**src/rtl/reg_wr_arbiter.sv**
```systemverilog
// -----------------------------------------------------------------------------
// reg_wr_arbiter
//   Shares the single register-file write port between two writeback
//   requesters (req0 = ALU writeback, req1 = load/memory writeback).
//   A round-robin grant with valid/ready handshake selects one requester per
//   cycle. The winner is captured into a one-entry output stage that drives the
//   register file write port. The stage drains every cycle, so a lone valid
//   request is never stalled.
//   The block also flags read-after-write hazards against two snooped read
//   pointers, provides bypass data, and keeps a saturating commit counter.
//
// Ports
//   clk, rst_n                 clock, asynchronous active-low reset
//   req0_valid/addr/data       requester 0 write request
//   req0_ready                 requester 0 granted this cycle (combinational)
//   req1_valid/addr/data       requester 1 write request
//   req1_ready                 requester 1 granted this cycle (combinational)
//   rd_addrA, rd_addrB         snooped register-file read pointers
//   rf_wr_en/addr, rf_dat_in   registered register-file write port
//   bypA_vld/data              stage holds a write to rd_addrA, and its data
//   bypB_vld/data              stage holds a write to rd_addrB, and its data
//   wr_count                   committed writes, saturating at all-ones
// -----------------------------------------------------------------------------
module reg_wr_arbiter #(
  parameter int DW = 8,
  parameter int AW = 3,
  parameter int CW = 16
) (
  input  logic          clk,
  input  logic          rst_n,
  input  logic          req0_valid,
  input  logic [AW-1:0] req0_addr,
  input  logic [DW-1:0] req0_data,
  output logic          req0_ready,
  input  logic          req1_valid,
  input  logic [AW-1:0] req1_addr,
  input  logic [DW-1:0] req1_data,
  output logic          req1_ready,
  input  logic [AW-1:0] rd_addrA,
  input  logic [AW-1:0] rd_addrB,
  output logic          rf_wr_en,
  output logic [AW-1:0] rf_wr_addr,
  output logic [DW-1:0] rf_dat_in,
  output logic          bypA_vld,
  output logic [DW-1:0] bypA_data,
  output logic          bypB_vld,
  output logic [DW-1:0] bypB_data,
  output logic [CW-1:0] wr_count
);

  localparam logic [CW-1:0] CNT_MAX = {CW{1'b1}};
  localparam logic [CW-1:0] CNT_ONE = {{(CW-1){1'b0}}, 1'b1};

  // Round-robin pointer: index of the requester granted on the last transfer.
  logic          rr_last_q, rr_last_d;
  logic          wr_en_q,   wr_en_d;
  logic [AW-1:0] wr_addr_q, wr_addr_d;
  logic [DW-1:0] wr_data_q, wr_data_d;
  logic [CW-1:0] cnt_q,     cnt_d;

  logic          gnt0_s, gnt1_s;
  logic          xfer_s;

  // Grant selection; no grants are issued while reset is asserted.
  always_comb begin
    gnt0_s = 1'b0;
    gnt1_s = 1'b0;
    if (!rst_n) begin
      gnt0_s = 1'b0;
      gnt1_s = 1'b0;
    end else begin
      case ({req1_valid, req0_valid})
        2'b01:   gnt0_s = 1'b1;
        2'b10:   gnt1_s = 1'b1;
        // Contention: favour the requester that did not win last time.
        2'b11: begin
          if (rr_last_q) begin
            gnt0_s = 1'b1;
          end else begin
            gnt1_s = 1'b1;
          end
        end
        default: begin
          gnt0_s = 1'b0;
          gnt1_s = 1'b0;
        end
      endcase
    end
  end

  assign req0_ready = gnt0_s;
  assign req1_ready = gnt1_s;
  // A grant is only given to a valid requester, so a grant is a transfer.
  assign xfer_s     = gnt0_s | gnt1_s;

  // Next-state for the pointer, the output stage and the commit counter.
  always_comb begin
    rr_last_d = rr_last_q;
    wr_en_d   = 1'b0;
    wr_addr_d = wr_addr_q;
    wr_data_d = wr_data_q;
    cnt_d     = cnt_q;

    if (xfer_s) begin
      wr_en_d = 1'b1;
      if (gnt1_s) begin
        rr_last_d = 1'b1;
        wr_addr_d = req1_addr;
        wr_data_d = req1_data;
      end else begin
        rr_last_d = 1'b0;
        wr_addr_d = req0_addr;
        wr_data_d = req0_data;
      end
    end else begin
      // Idle: address/data hold so the write port stays quiet.
      wr_en_d = 1'b0;
    end

    // The register file commits on every edge where the stage is enabled.
    if (wr_en_q && (cnt_q != CNT_MAX)) begin
      cnt_d = cnt_q + CNT_ONE;
    end else begin
      cnt_d = cnt_q;
    end
  end

  // State registers; reset drops any write sitting in the stage.
  always_ff @(posedge clk or negedge rst_n) begin
    if (!rst_n) begin
      rr_last_q <= 1'b1;
      wr_en_q   <= 1'b0;
      wr_addr_q <= {AW{1'b0}};
      wr_data_q <= {DW{1'b0}};
      cnt_q     <= {CW{1'b0}};
    end else begin
      rr_last_q <= rr_last_d;
      wr_en_q   <= wr_en_d;
      wr_addr_q <= wr_addr_d;
      wr_data_q <= wr_data_d;
      cnt_q     <= cnt_d;
    end
  end

  assign rf_wr_en   = wr_en_q;
  assign rf_wr_addr = wr_addr_q;
  assign rf_dat_in  = wr_data_q;
  assign wr_count   = cnt_q;

  // Hazard/bypass: a pending write matching a read pointer forwards its data.
  assign bypA_vld  = wr_en_q && (wr_addr_q == rd_addrA);
  assign bypB_vld  = wr_en_q && (wr_addr_q == rd_addrB);
  assign bypA_data = bypA_vld ? wr_data_q : {DW{1'b0}};
  assign bypB_data = bypB_vld ? wr_data_q : {DW{1'b0}};

endmodule

```
**config.mk**
```make
export PLATFORM = sky130hd
export DESIGN_NAME = reg_wr_arbiter
export DESIGN_NICKNAME = d
export VERILOG_FILES = /design/src/rtl/reg_wr_arbiter.sv
export SDC_FILE = /design/constraint.sdc
export NUM_CORES = 1
export LEC_CHECK = 0
export ABC_AREA = 1
export CORE_ASPECT_RATIO = 0.7
export CORE_UTILIZATION = 44
export CTS_CLUSTER_SIZE = 40
export DETAILED_ROUTE_END_ITERATION = 10
export GPL_ROUTABILITY_DRIVEN = 0
export PLACE_DENSITY = 0.84
export SYNTH_ARGS = -nofsm -noshare
export SYNTH_HDL_FRONTEND = slang
export SYNTH_SLANG_ARGS = --single-unit
```
**constraint.sdc**
```tcl
create_clock -name clk -period 4.1 [get_ports clk]
set_input_delay 0.82 -clock clk [delete_from_list [all_inputs] [get_ports clk]]
set_output_delay 0.82 -clock clk [all_outputs]
set_load 0.05 [all_outputs]
```
==> Word-level counts from Yosys, hierarchy flattened <==
Cells that the tools add are included.
{ "op_classes": {"n_reduce_logical": 3, "n_bitwise": 1, "mux": 12, "add_sub_neg": 1, "n_eq_ne": 6} }
{ "ops": {"columns": ["operator", "n"], "rows": [
  ["8-bit 2-to-1 mux", 3],
  ["16-bit by 1-bit adder with 16-bit output (second input constant)", 1],
  ["16-bit inequality test (second input constant)", 1],
  ["3-bit == test", 2],
  ["1-bit 2-to-1 mux", 6],
  ["2-bit == test (second input constant)", 2],
  ["1-bit one-hot mux with 2 select lines", 2],
  ["1-bit logical AND", 3],
  ["3-bit 2-to-1 mux", 1],
  ["2-bit by 1-bit == test with 1-bit output (second input constant)", 1],
  ["1-bit bitwise OR", 1]
]} }
{ "totals": {"register_bits": 29, "out_inout_bits": 48, "input_bits": 32} }

==> Logic depth before layout (Yosys ltp) <==
Gate-level depths: netlist of the first run.
{ "depth": {"ltp_word": 5, "mapped_depth": 9} }

==> Worst setup path before layout of the first run <==
OpenSTA, ideal clock, no wires.
{ "synth_path": {"path_type": "input to output", "startpoint": "input rd_addrA[2]", "endpoint": "output bypA_data[0]", "stages": 5, "n_path_buf": 1, "setup_slack_ns": 1.293, "t_required_ns": 3.280, "arrival_ns": 1.987, "cell_sequence": "xor2_1 -> nor3_1 -> nand2b_1 -> clkbuf_1 -> nor2_1"} }
{ "synth_via": {"elab_chain_cells": 3} }
{ "synth_lines": {"columns": ["element", "line", "text"], "rows": [
  ["start: declaration", "39", "input logic [AW-1:0] rd_addrA,"],
  ["3-bit == test", "151", "assign bypA_vld = wr_en_q && (wr_addr_q == rd_addrA);"],
  ["1-bit logical AND", "151", null],
  ["8-bit 2-to-1 mux", "153", "assign bypA_data = bypA_vld ? wr_data_q : {DW{1'b0}};"],
  ["end: declaration", "45", "output logic [DW-1:0] bypA_data,"]
]} }
No other way between the ends.

==> Final worst setup path of the first run <==
{ "layout_path": {"startpoint": "input rd_addrA[2]", "endpoint": "output bypA_data[5]"} }
Same word-level chain as after synthesis.

==> results of run 1 <==
==> worst max path at each step <==
| stage | start | end | slack [ns] |
|---|---|---|---|
| 2_1_floorplan | rd_addrA[2] | bypA_data[0] | 1.29 |
| 5_1_grt | rd_addrB[1] | bypB_data[4] | 0.35 |
| 3_3_place_gp | rd_addrA[1] | bypA_data[1] | 0.58 |
| 4_1_cts | rd_addrA[1] | bypA_data[5] | 0.54 |
| 6_report | rd_addrA[2] | bypA_data[5] | 0.54 |
| 3_5_place_dp | rd_addrA[2] | bypA_data[5] | 0.54 |
==> cells by family (layout without fill, tap and decap cells) <==
| group | Yosys count | in the layout | synth area share [%] |
|---|---|---|---|
| simple gates | 132 | 132 | 32.2 |
| compound gates | 37 | 37 | 12.9 |
| buf+inv | 37 | 119 | 8.66 |
| flops | 29 | 29 | 40.6 |
| xor+xnor | 10 | 10 | 4.89 |
| fa+ha+maj | 1 | 1 | 0.699 |
==> through the flow <==
| stage | setup slack, ns | std cells | power, mW | hold WS, ns | utilization (%) |
|---|---|---|---|---|---|
| after floorplan | 1.29 | 246 | 0.693 | 0.480 | - |
| after global placement | 0.575 | 370 | 0.864 | 0.497 | 71.4 |
| after detailed placement | 0.539 | 370 | 0.870 | 0.517 | 71.4 |
| after CTS | 0.537 | 378 | 1.10 | 0.518 | 73.5 |
| after global routing | 0.354 | 378 | 1.15 | 0.537 | 73.5 |
| final | 0.540 | 378 | 1.09 | 0.517 | 73.5 |
==> where the power goes <==
part           switching, mW  total (mW)  internal, mW
Combinational          0.321       0.490         0.169
Clock                  0.105       0.225         0.120
Sequential            0.0480       0.377         0.329
==> tightest hold or removal path: cells and delay by family (launching register included) <==
family	cells	cell delay, ns
buffers and inverters	1	0.06
DFF	1	0.37
AOI/OAI and AO/OA	1	0.08
==> routing by layer <==
layer  part of all wire, %  track usage (%)  vias to the layer above  wire length (um)
met5                     0                0                        -                 0
met4                   1.5             6.88                        0                80
met3                   6.7             7.11                       11               353
met2                    46             38.0                       67              2450
met1                    45             35.5                      893              2390
li1                      -                -                      948                 -
==> final cells by class <==
cell class	count	area, um2	share of cell area (%)
Sequential cell	29	727	26.8
Tap cell	50	62.6	2.30
Inverter	30	113	4.15
Multi-Input combinational cell	180	908	33.4
Clock buffer	8	80.1	2.95
Timing Repair Buffer	81	826	30.4
==> sequential cells by signal, indices dropped and copies added (netlist names) <==
| name | count |
|---|---|
| rf_dat_in | 8 |
| rf_wr_addr | 3 |
| rf_wr_en | 1 |
| rr_last_q | 1 |
| wr_count | 16 |
==> cell usage after synthesis <==
library cell | instances | share of area, %
o21ai_2 | 8 | 3.9
nand4_1 | 5 | 1.7
inv_1 | 30 | 6.3
nor2_2 | 2 | 0.70
ha_1 | 1 | 0.70
nand3_1 | 17 | 4.8
nand2b_1 | 1 | 0.35
o211ai_1 | 1 | 0.42
nand3_2 | 1 | 0.56
a21oi_1 | 14 | 3.9
nor2_1 | 44 | 9.2
nand2_1 | 52 | 11
o21ai_0 | 3 | 0.84
o22ai_1 | 11 | 3.8
xor2_1 | 10 | 4.9
buf_6 | 2 | 1.3
nand2_4 | 2 | 1.3
buf_2 | 1 | 0.28
nor3_1 | 1 | 0.28
dfrtp_1 | 28 | 39
dfstp_2 | 1 | 1.5
clkbuf_1 | 4 | 0.84
nand2_2 | 7 | 2.4
==> results.sh, run 1 <==
export IMPL_die_x_um=78.2
export IMPL_cp_data_required_time_ns=3.28
export IMPL_avgRoutedWirePerCell_um=13.9
export IMPL_post_route_period_util_pct=86.8
export IMPL_min_from="rr_last_q"
export IMPL_finalCriticalPeriod_ns=3.56
export IMPL_area_growth_pct=51.7
export IMPL_rsz0062_at_grt="false"
export IMPL_max_stage_delay_ns=0.82
export IMPL_postPlaceCellArea_um2=2640
export IMPL_postCtsHoldBufs=0
export IMPL_cts_tree="done"
export IMPL_worstSetupPathType="in -> out"
export IMPL_netlist_area_um2=1790
export IMPL_htreeDepth=2
export IMPL_antenna_cells=0
export IMPL_slew_violations=0
export IMPL_cp_end_kind="output pin"
export IMPL_n_fill_cell=295
export IMPL_yosysWarnings=0
export IMPL_crit_buf_inv=2
export IMPL_grt_pass1_wl_um=8390
export IMPL_totalWireLength_um=5270
export IMPL_worst_pin_slew_ns=0.535
export IMPL_syn_inst=246
export IMPL_path_delay_family="buffers and inverters"
export IMPL_setup_violations=0
export IMPL_startpoint_type="input port"
export IMPL_crit_slowest_cell="clkdlybuf4s50_1"
export IMPL_first_pass_iters=4
export IMPL_grt_overflow=0
export IMPL_fin_area_um2=2720
export IMPL_holdCritPathClass="reg -> reg"
export IMPL_final_common_cell="clkdlybuf4s50_1"
export IMPL_cts_resized=0
export IMPL_crit_top_cell="clkdlybuf4s50_1"
export IMPL_routed_via_density=5.08
export IMPL_outcome="finished clean"
export IMPL_cts_clk_slew_worst_paths_ns=0.06
export IMPL_drtAntennaViolNets=0
export IMPL_rr_worst_depth=8
export IMPL_worstHoldEndpoint="rr_last_q"
export IMPL_yosysSeqAreaShare_pct=40.6
export IMPL_maxSlewHeadroom_pct=64.4
export IMPL_clockBufferDepth=2
export IMPL_synth_avg_cell_area_um2=7.28
export IMPL_die_height_um=55.4
export IMPL_start_util_pct=48.5
export IMPL_hold_path_depth=2
export IMPL_max_freq_mhz=281
export IMPL_io_pins=80
export IMPL_dieArea_um2=4330
export IMPL_post_dp_hpwl_um=4090
export IMPL_worstPathArrival_ns=2.74
export IMPL_crit_cells=6
export IMPL_drive_gt1_share_pct=9.15
export IMPL_drt_iter0_drc=164
export IMPL_grt_pass1_vias=1720
export IMPL_r2r_slack_ns=2.22
export IMPL_power_density_nw_per_um2=402
export IMPL_via_count=1919
export IMPL_track_usage_pct=25.3
export IMPL_worst_r2r_endpoint="wr_count[8]"
export IMPL_synth_seq_cells=29
export IMPL_max_cap_violations=0
export IMPL_numCtsBuffers=5
export IMPL_post_cts_buffers=0
export IMPL_clk_insertion_delay_late_ns=0.28
export IMPL_antenna_found_initial=0
export IMPL_hold_viol=0
export IMPL_p_leak_nw=1.19
export IMPL_setup_tns_final_ns=0
export IMPL_clock_sinks=29
export IMPL_grt_max_degree=32
export IMPL_finClkSkew_ns=0.00649
export IMPL_syn_num_nets=279
export IMPL_cp_cell_sequence="clkdlybuf4s50_1, xor2_1, nor3_1, nand2b_1, nor2_1, clkdlybuf4s50_1"
export IMPL_r2r_start="wr_count[0]"
export IMPL_fin_nets=360
export IMPL_core_um2=3690
export IMPL_synthDistinctLibCells=23
export IMPL_layout_common_cells="clkdlybuf4s50_1, nand2_1, nor2_1"
export IMPL_row_count=18
export IMPL_portBuffers=79
export IMPL_drc=0
export IMPL_root_buffer="clkbuf_8"
export IMPL_path_max_fanout=9
export IMPL_ir_worst_vdd_mv=0.431
Power figures use the tool's default switching activity.
==> run 2, diff against run 1 <==
Settings changed: PLACE_DENSITY 0.84 to 0.93.
==> run 2 against run 1 <==
Effect of this change: setup slack lost 0.062 ns; sequential share of layout area is the same; clock skew grew 0.00056 ns; via count grew 0.83%; die area is the same; utilization is the same; hold slack is essentially flat; sequential cell count is the same; cell area is the same; fmax shrank 1.7%; first-iteration DRC count grew 7.3%.
==> results.sh, run 2 (synthesis results as in run 1) <==
export IMPL_outcome="finished clean"
export IMPL_cts_clk_slew_worst_paths_ns=0.06
export IMPL_routed_via_density=5.12
export IMPL_maxSlewHeadroom_pct=63.9
export IMPL_fin_nets=360
export IMPL_power_mw=1.09
export IMPL_die_x_um=78.2
export IMPL_drc=0
export IMPL_clk_insertion_delay_late_ns=0.28
export IMPL_worst_slack_ns=0.478
export IMPL_grt_pass1_wl_um=8690
export IMPL_rsz0062_at_grt="false"
export IMPL_cts_resized=0
export IMPL_p_int_mw=0.618
export IMPL_ir_worst_vdd_mv=0.357
export IMPL_postCtsHoldBufs=0
export IMPL_final_common_cell="clkdlybuf4s50_1"
export IMPL_power_density_nw_per_um2=403
export IMPL_whs_ns=0.517
export IMPL_holdCritPathClass="reg -> reg"
export IMPL_post_dp_hpwl_um=4160
export IMPL_p_comb_share_pct=44.9
export IMPL_worst_r2r_endpoint="wr_count[8]"
export IMPL_postPlaceCellArea_um2=2640
export IMPL_max_freq_mhz=276
export IMPL_worstSetupPathType="in -> out"
export IMPL_drtAntennaViolNets=0
export IMPL_numCtsBuffers=5
export IMPL_htreeDepth=2
export IMPL_cts_tree="done"
export IMPL_place_ws_ns=0.500
export IMPL_totalWireLength_um=5380
export IMPL_finalCriticalPeriod_ns=3.62
export IMPL_track_usage_pct=26.2
export IMPL_post_route_period_util_pct=88.3
export IMPL_dieArea_um2=4330
export IMPL_finClkSkew_ns=0.00704
export IMPL_grt_pass1_vias=1714
export IMPL_setup_tns_final_ns=0
export IMPL_post_route_util_pct=73.5
export IMPL_use_met1_pct=37.1
export IMPL_slew_violations=0
export IMPL_r2r_start="wr_count[0]"
export IMPL_hold_path_depth=2
export IMPL_r2r_slack_ns=2.28
export IMPL_start_util_pct=48.5
export IMPL_path_max_fanout=9
export IMPL_dp_cells=370
export IMPL_worstHoldEndpoint="rr_last_q"
export IMPL_fin_cells=378
export IMPL_avgRoutedWirePerCell_um=14.2
export IMPL_core_um2=3690
export IMPL_grt_overflow=0
export IMPL_startpoint_type="input port"
export IMPL_largest_register_ffs=16
export IMPL_power_frac_seq_pct=34.4
export IMPL_p_leak_nw=1.19
export IMPL_row_count=18
export IMPL_drt_iter0_drc=176
export IMPL_portBuffers=79
export IMPL_area_growth_pct=51.7
export IMPL_worstPathArrival_ns=2.80
export IMPL_setup_violations=0
export IMPL_hold_viol=0
export IMPL_use_met2_pct=40.6
export IMPL_switching_share_pct=43.6
export IMPL_max_cap_violations=0
export IMPL_fin_area_um2=2720
export IMPL_layout_common_cells="clkdlybuf4s50_1, nand2_1, nor2_1"
export IMPL_grt_max_degree=32
export IMPL_via_count=1935
export IMPL_pwr_share_clk_pct=20.6
export IMPL_p_sw_mw=0.477
export IMPL_rr_worst_depth=8
export IMPL_drive_gt1_share_pct=9.15
export IMPL_cp_end_kind="output pin"
export IMPL_clock_sinks=29
export IMPL_cp_data_required_time_ns=3.28
export IMPL_antenna_found_initial=0
export IMPL_worst_pin_slew_ns=0.539
export IMPL_grt_met3_usage_pct=4.79
export IMPL_post_cts_buffers=0
export IMPL_clockBufferDepth=2
export IMPL_io_pins=80
export IMPL_first_pass_iters=4
export IMPL_die_height_um=55.4
export IMPL_antenna_cells=0
export IMPL_root_buffer="clkbuf_8"
export IMPL_min_from="rr_last_q"
export IMPL_top_usage_layer="met2"
-- run 2: cell counts in the layout (fill, tap and decap cells not counted) --
No cell type changed its count.
-- run 2: worst max-delay path, cell delays in order --
cell	delay (ns)
clkdlybuf4s50_1	0.42
xor2_1	0.15
nor3_1	0.16
nand2b_1	0.25
nor2_1	0.17
clkdlybuf4s50_1	0.83
-- run 2: worst max path at each step --
stage	startpoint	to	slack, ns	cells past startpoint
floorplan	rd_addrA[2]	bypA_data[0]	1.29	5
global placement	rd_addrA[1]	bypA_data[3]	0.58	7
detailed placement	rd_addrA[2]	bypA_data[1]	0.50	6
CTS	rd_addrA[2]	bypA_data[1]	0.50	6
global route	rd_addrB[1]	bypB_data[0]	0.40	7
finish	rd_addrA[2]	bypA_data[1]	0.48	6
-- run 2: routing by layer --
layer / vias up / wire, um
li1: 951 / -
met4: 0 / 68
met3: 7 / 271
met2: 65 / 2560
met1: 912 / 2480
met5: - / 0
-- run 2: cell type report --
type	count	area, um2
timing repair buffer	81	826
sequential	29	727
tap	50	62.6
multi-input combinational	180	908
fill	294	977
inverter	30	113
clock buffer	8	80.1
-- run 2: power groups by stage --
stage | registers (mW) | logic, mW | clock network (mW)
2_1_floorplan | 0.515 | 0.178 | 0
3_5_place_dp | 0.381 | 0.488 | 0
3_3_place_gp | 0.379 | 0.482 | 0
4_1_cts | 0.377 | 0.490 | 0.229
5_1_grt | 0.383 | 0.519 | 0.245
6_report | 0.377 | 0.491 | 0.226
